--- src/rtl/pid_pkg.sv ---
// pid_pkg: shared widths, error sample type and saturation helpers for the PID steering stage
package pid_pkg;

    localparam int ERR_SAT_W = 10;
    localparam int INTEG_W   = 15;
    localparam int DSAT_W    = 7;
    localparam int SPD_W     = 12;

    typedef logic signed [ERR_SAT_W-1:0] err_t;

    // Clamp a signed value into the range of a w-bit signed number (result still 16 bits wide)
    function automatic logic signed [15:0] sat_signed(input logic signed [15:0] v, input int w);
        logic signed [15:0] hi;
        logic signed [15:0] lo;
        hi = 16'((1 << (w - 1)) - 1);
        lo = 16'(-(1 << (w - 1)));
        return (v > hi) ? hi : (v < lo) ? lo : v;
    endfunction

    // Clamp a 13-bit signed speed into the unsigned motor command range; negatives become 0
    function automatic logic [SPD_W-1:0] clip_unsigned(input logic signed [12:0] v);
        return (v < 13'sd0) ? '0 : (v > 13'sd4095) ? '1 : v[SPD_W-1:0];
    endfunction

endpackage

--- src/rtl/pid_dterm.sv ---
// pid_dterm: derivative path - sample history queue, difference against oldest sample, saturation and gain
module pid_dterm
    import pid_pkg::*;
#(
    parameter int         DEPTH   = 12,
    parameter logic [5:0] D_COEFF = 6'h0B
) (
    input  logic               clk,
    input  logic               rst_n,
    input  logic               upd,
    input  logic               clr,
    input  err_t               err_sat,
    output logic signed [12:0] d_term
);

    err_t                     q [DEPTH];
    logic signed [10:0]       d_diff;
    logic signed [DSAT_W-1:0] d_sat;

    assign d_diff = 11'(err_sat) - 11'(q[DEPTH-1]);
    assign d_sat  = DSAT_W'(sat_signed(16'(d_diff), DSAT_W));
    assign d_term = 13'(d_sat) * 13'($signed({1'b0, D_COEFF}));

    // Shift the newest error in on each update; go low empties the history back to zeros
    always_ff @(posedge clk or negedge rst_n) begin
        if (!rst_n) begin
            for (int i = 0; i < DEPTH; i++) q[i] <= '0;
        end else if (clr) begin
            for (int i = 0; i < DEPTH; i++) q[i] <= '0;
        end else if (upd) begin
            q[0] <= err_sat;
            for (int i = 1; i < DEPTH; i++) q[i] <= q[i-1];
        end
    end

endmodule

--- src/rtl/pid_ctrl.sv ---
// pid_ctrl: P+I+D steering correction around a ramped forward speed; PID_ANTIWINDUP_EN freezes the integrator after an output clip
module pid_ctrl
    import pid_pkg::*;
#(
    parameter logic [3:0]  P_COEFF       = 4'h6,
    parameter logic [5:0]  D_COEFF       = 6'h0B,
    parameter int          D_QUEUE_DEPTH = 12,
    parameter logic [11:0] MAX_FRWRD     = 12'h2A0,
    parameter logic [11:0] RAMP_STEP     = 12'h004
) (
    input  logic                    clk,
    input  logic                    rst_n,
    input  logic signed [15:0]      error,
    input  logic                    err_vld,
    input  logic                    go,
    output logic [SPD_W-1:0]        lft_spd,
    output logic [SPD_W-1:0]        rght_spd,
    output logic                    pid_vld
);

    logic                       upd;
    err_t                       err_sat;
    logic signed [13:0]         p_term;
    logic signed [INTEG_W-1:0]  integ;
    logic signed [INTEG_W-1:0]  integ_sum;
    logic                       integ_ovf;
    logic                       integ_hold;
    logic signed [8:0]          i_term;
    logic signed [12:0]         d_term;
    logic signed [14:0]         pid;
    logic signed [11:0]         corr;
    logic [12:0]                frwrd_sum;
    logic [SPD_W-1:0]           frwrd;
    logic [SPD_W-1:0]           frwrd_nxt;
    logic signed [12:0]         lft;
    logic signed [12:0]         rght;

    assign upd       = err_vld & go;
    assign err_sat   = ERR_SAT_W'(sat_signed(error, ERR_SAT_W));
    assign p_term    = 14'(err_sat) * 14'($signed({1'b0, P_COEFF}));
    assign integ_sum = integ + INTEG_W'(err_sat);
    assign integ_ovf = (integ[INTEG_W-1] == err_sat[ERR_SAT_W-1]) && (integ_sum[INTEG_W-1] != integ[INTEG_W-1]);
    assign i_term    = integ[14:6];
    assign pid       = 15'(p_term) + 15'(i_term) + 15'(d_term);
    assign corr      = 12'(pid >>> 3);
    assign frwrd_sum = 13'(frwrd) + 13'(RAMP_STEP);
    assign frwrd_nxt = (frwrd_sum > 13'(MAX_FRWRD)) ? MAX_FRWRD : frwrd_sum[SPD_W-1:0];
    assign lft       = $signed({1'b0, frwrd_nxt}) + 13'(corr);
    assign rght      = $signed({1'b0, frwrd_nxt}) - 13'(corr);

`ifdef PID_ANTIWINDUP_EN
    logic clip_flag;

    assign integ_hold = integ_ovf | clip_flag;

    // Remember whether the last update had to clip either motor command
    always_ff @(posedge clk or negedge rst_n) begin
        if (!rst_n) clip_flag <= 1'b0;
        else if (!go) clip_flag <= 1'b0;
        else if (err_vld) clip_flag <= (lft < 13'sd0) || (rght < 13'sd0) || (lft > 13'sd4095) || (rght > 13'sd4095);
    end
`else
    assign integ_hold = integ_ovf;
`endif

    pid_dterm #(
        .DEPTH   (D_QUEUE_DEPTH),
        .D_COEFF (D_COEFF)
    ) u_dterm (
        .clk     (clk),
        .rst_n   (rst_n),
        .upd     (upd),
        .clr     (!go),
        .err_sat (err_sat),
        .d_term  (d_term)
    );

    // Advance integrator and ramp and register speeds on each update; go low parks everything at zero
    always_ff @(posedge clk or negedge rst_n) begin
        if (!rst_n) begin
            integ    <= '0;
            frwrd    <= '0;
            lft_spd  <= '0;
            rght_spd <= '0;
            pid_vld  <= 1'b0;
        end else if (!go) begin
            integ    <= '0;
            frwrd    <= '0;
            lft_spd  <= '0;
            rght_spd <= '0;
            pid_vld  <= 1'b0;
        end else begin
            pid_vld <= err_vld;
            if (err_vld) begin
                if (!integ_hold) integ <= integ_sum;
                frwrd    <= frwrd_nxt;
                lft_spd  <= clip_unsigned(lft);
                rght_spd <= clip_unsigned(rght);
            end
        end
    end

endmodule

--- config.mk ---
export PLATFORM = sky130hd
export DESIGN_NAME = pid_ctrl
export DESIGN_NICKNAME = d
export VERILOG_FILES = /design/src/rtl/pid_pkg.sv /design/src/rtl/pid_dterm.sv /design/src/rtl/pid_ctrl.sv
export SDC_FILE = /design/constraint.sdc
export NUM_CORES = 1
export LEC_CHECK = 0
export CAP_MARGIN = 15
export CELL_PAD_IN_SITES_DETAIL_PLACEMENT = 1
export CELL_PAD_IN_SITES_GLOBAL_PLACEMENT = 1
export CORE_ASPECT_RATIO = 0.6
export CORE_MARGIN = 5
export CORE_UTILIZATION = 36
export CTS_BUF_LIST = sky130_fd_sc_hd__clkbuf_2
export DETAILED_ROUTE_END_ITERATION = 10
export DONT_BUFFER_PORTS = 1
export PLACE_DENSITY = 0.71
export SYNTH_ARGS = -nofsm -noshare
export SYNTH_HDL_FRONTEND = slang
export SYNTH_HIERARCHICAL = 1
export SYNTH_SLANG_ARGS = --single-unit
--- constraint.sdc ---
create_clock -name clk -period 7.7 [get_ports clk]
set_clock_uncertainty 0.2 [all_clocks]
set_input_delay 1.925 -clock clk [delete_from_list [all_inputs] [get_ports clk]]
set_output_delay 1.925 -clock clk [all_outputs]
set_load 0.01 [all_outputs]
==> impl_metrics.yaml <==
drt:
  drtIter0Drc: 593
  wirelength_um: 32280
  wl_per_cell_um: 18.55
  vias_per_cell: 5.270
  drc: 0
  firstDrtPassIters: 5
  ant_nets: 0
  num_vias: 9169
timing:
  worst-slew-pin-transition_ns: 1.192
  grt_setup_unrepaired: "yes"
  fin_crit_sh: 1.219
  hold_viol: 0
  setup_ws_ns: -1.685
  slew_viol_final: 0
  finalSetupViolCount: 24
  timing.fmax_mhz: 106.6
  slew_headroom: 0.2042
  period_minus_slack_ns: 9.385
  fin_tns_setup_ns: -39.42
die:
  initial_core_util: 0.3672
  die_area_um2: 35830
  ios: 45
  rows: 50
  die_h_um: 148.6
  dieWidth_um: 241.1
  coreArea_um2: 31410
final_layout:
  layout.nets: 1449
  ff_latch_area_um2: 4304
  stdcell_count: 1740
  final_cell_mix: "dfrtp_1 (172), buf_4 (170), nor2_1 (156)"
  fin_util: 0.4469
  area_growth_pct: 21.71
  fillers: 3578
  multiInputGateArea_um2: 7202
  final_layout_size_suffix_gt1_frac: 0.2457
  final_common_cell: "dfrtp_1"
placed_design:
  place.gp.congestion: 0.8626
  placed_cells: 1689
  port_buffers: 0
  hpwl_um: 23910
clock_network:
  root_buffer: "clkbuf_2"
  cts_buffers: 17
  tritoncts: "yes"
  cts_buffer_depth: 2
  clk-insertion-delay-late_ns: 0.88
  clk_pin_slew_ns: 0.35
  hold_buffers: 0
  clock-sinks: 172
  htreeDepth: 4
global_routing:
  antenna_found_initial: 1
  grt_max_degree: 173
  grt_pass1_wl_um: 52110
  first_global_vias: 9636
  grt_use_total: 0.1821
  grt.overflow.total: 0
synth:
  async_flop_share: 1.000
  synth_top_cell_area_share: 0.3732
  synth_edf_count: 0
  synth_cells: 1166
  synth_warnings: 6
  ys_seq_elements: 172
  synth_seq_area_share: 0.3732
  synth_area_um2: 11530
  synth_cell_types: 85
  synth_area_leaders: "dfrtp_1 (37%), mux2i_1 (11%), ha_1 (11%)"
  synthFlopType: "dfrtp_1"
  avgSynthCellArea_um2: 9.890
  yosysTopAreaCell: "dfrtp_1"
hold_path:
  min_path_type: "reg2reg"
critical_path:
  cp_top_family: "compound AO/OA/AOI/OAI gates"
  r2r_cells: 39
  critPathLaunch: "error[13]"
  cp_num_buf_inv: 8
  cp.depth: 43
  critPathKind: "in2reg"
  worstSetupStartpointType: "primary input"
  worstSetupEndpoint: "lft_spd[1]"
  critPathRequiredTime_ns: 8.24
  crit_fanout: 6
  endpoint_kind: "flop"
  critical_path_arrival_ns: 9.93
  ff2ff_setup_slack_ns: -0.49
  slowest_stage: "fa_1"
  worstReg2RegStart: "u_dterm/q[0]"
  worst_path_largest_cell_delay_ns: 0.49
  reg2reg_to: "lft_spd[1]"
outcome:
  status: "complete, but fails checks"
  violations: "negative setup slack"
job:
  max-cap-violations: 0
synth_stat cells, types with 4 or more instances:
cell,instances
nand2b_1,5
and3_1,10
a22o_1,12
xor2_1,16
buf_2,6
o221ai_1,4
nand3_1,9
o21ai_0,30
ha_1,97
o21bai_1,7
mux2i_1,122
a31oi_1,6
nand4_1,7
nor2b_1,13
o211ai_1,4
a21oi_1,55
o31ai_1,15
nor4_1,8
nor2_1,160
and4_1,4
nor3_1,18
inv_1,92
dfrtp_1,172
buf_1,10
nand2_1,36
o21a_1,18
or2_2,6
a32o_1,12
clkbuf_1,38
xnor2_1,53
and2_1,6
fa_1,22
a21o_1,15
routing by layer:
layer	up-vias	routed length, um	GRT usage
met4	0	307	0.03749
met2	131	13280	0.2597
met3	22	1401	0.04170
met5	-	0	0
li1	4359	-	-
met1	4657	17290	0.2807
metrics by stage:
step                setup slack, ns  hold slack, ns  instance area, um2
global placement             -2.510          0.2840               13280
floorplan                    -2.214          0.2722               11790
detailed placement           -2.960          0.3013               13280
global route                 -1.944          0.3199               14040
finish                       -1.685          0.3360               14040
CTS                          -1.568          0.3366               13750
kinds of logic (layout without fill, tap and decap cells):
kind of cell,after synthesis,in the layout,synth area share
and+or+nand+nor,298,298,0.1204
AOI/OAI and AO/OA,231,231,0.1479
DFF,172,172,0.3732
buffers and inverters,151,305,0.05219
muxes,122,122,0.1059
adders and majority gates,119,119,0.1434
xor gates and xnor gates,72,72,0.05663
other,1,5,0.0003252
state kept, by name, indices dropped and copies added, names as in the netlist:
signal and cells:
u_dterm/q 120, integ 15, pid_vld 1, frwrd 12
lft_spd 12, rght_spd 12
worst reg2reg max path: cells and delay by family, from the launching register on:
family / cells / cell delay (ns)
AOI/OAI and AO/OA: 16 / 2.94
buffers and inverters: 7 / 0.59
adders and majority gates: 8 / 2.63
xor gates and xnor gates: 3 / 0.45
DFF: 1 / 0.52
and+or+nand+nor: 5 / 0.80
layout make-up:
| type | instances | area share |
|---|---|---|
| multi-input cells | 846 | 0.5131 |
| flip-flops and latches | 172 | 0.3066 |
| diodes | 1 | 0.0001783 |
| clock buffers | 17 | 0.006062 |
| repair buffers | 179 | 0.09975 |
| clock inverters | 15 | 0.01043 |
| inverters | 94 | 0.02674 |
| well taps | 416 | 0.03708 |
how the worst min path moves through the flow:
stage	startpoint	slack [ns]	depth (start not counted)	to
6_report	u_dterm/q[18]	0.34	2	u_dterm/q[8]
5_1_grt	rst_n	0.32	0	frwrd[2]
4_1_cts	rst_n	0.34	0	integ[0]
3_5_place_dp	integ[4]	0.30	1	integ[4]
3_3_place_gp	integ[4]	0.28	1	integ[4]
2_1_floorplan	integ[4]	0.27	1	integ[4]
repair_timing:
item                       4_1_cts  5_1_grt
gates cloned                     0        1
setup endpoints to repair       24       24
setup buffers                   15        3
gates resized for setup         27       42
pin swaps                       34       32
Power is left out: the tool's default activity adds up to more than one toggle a clock period on the data nets, which glitch-free logic cannot reach.
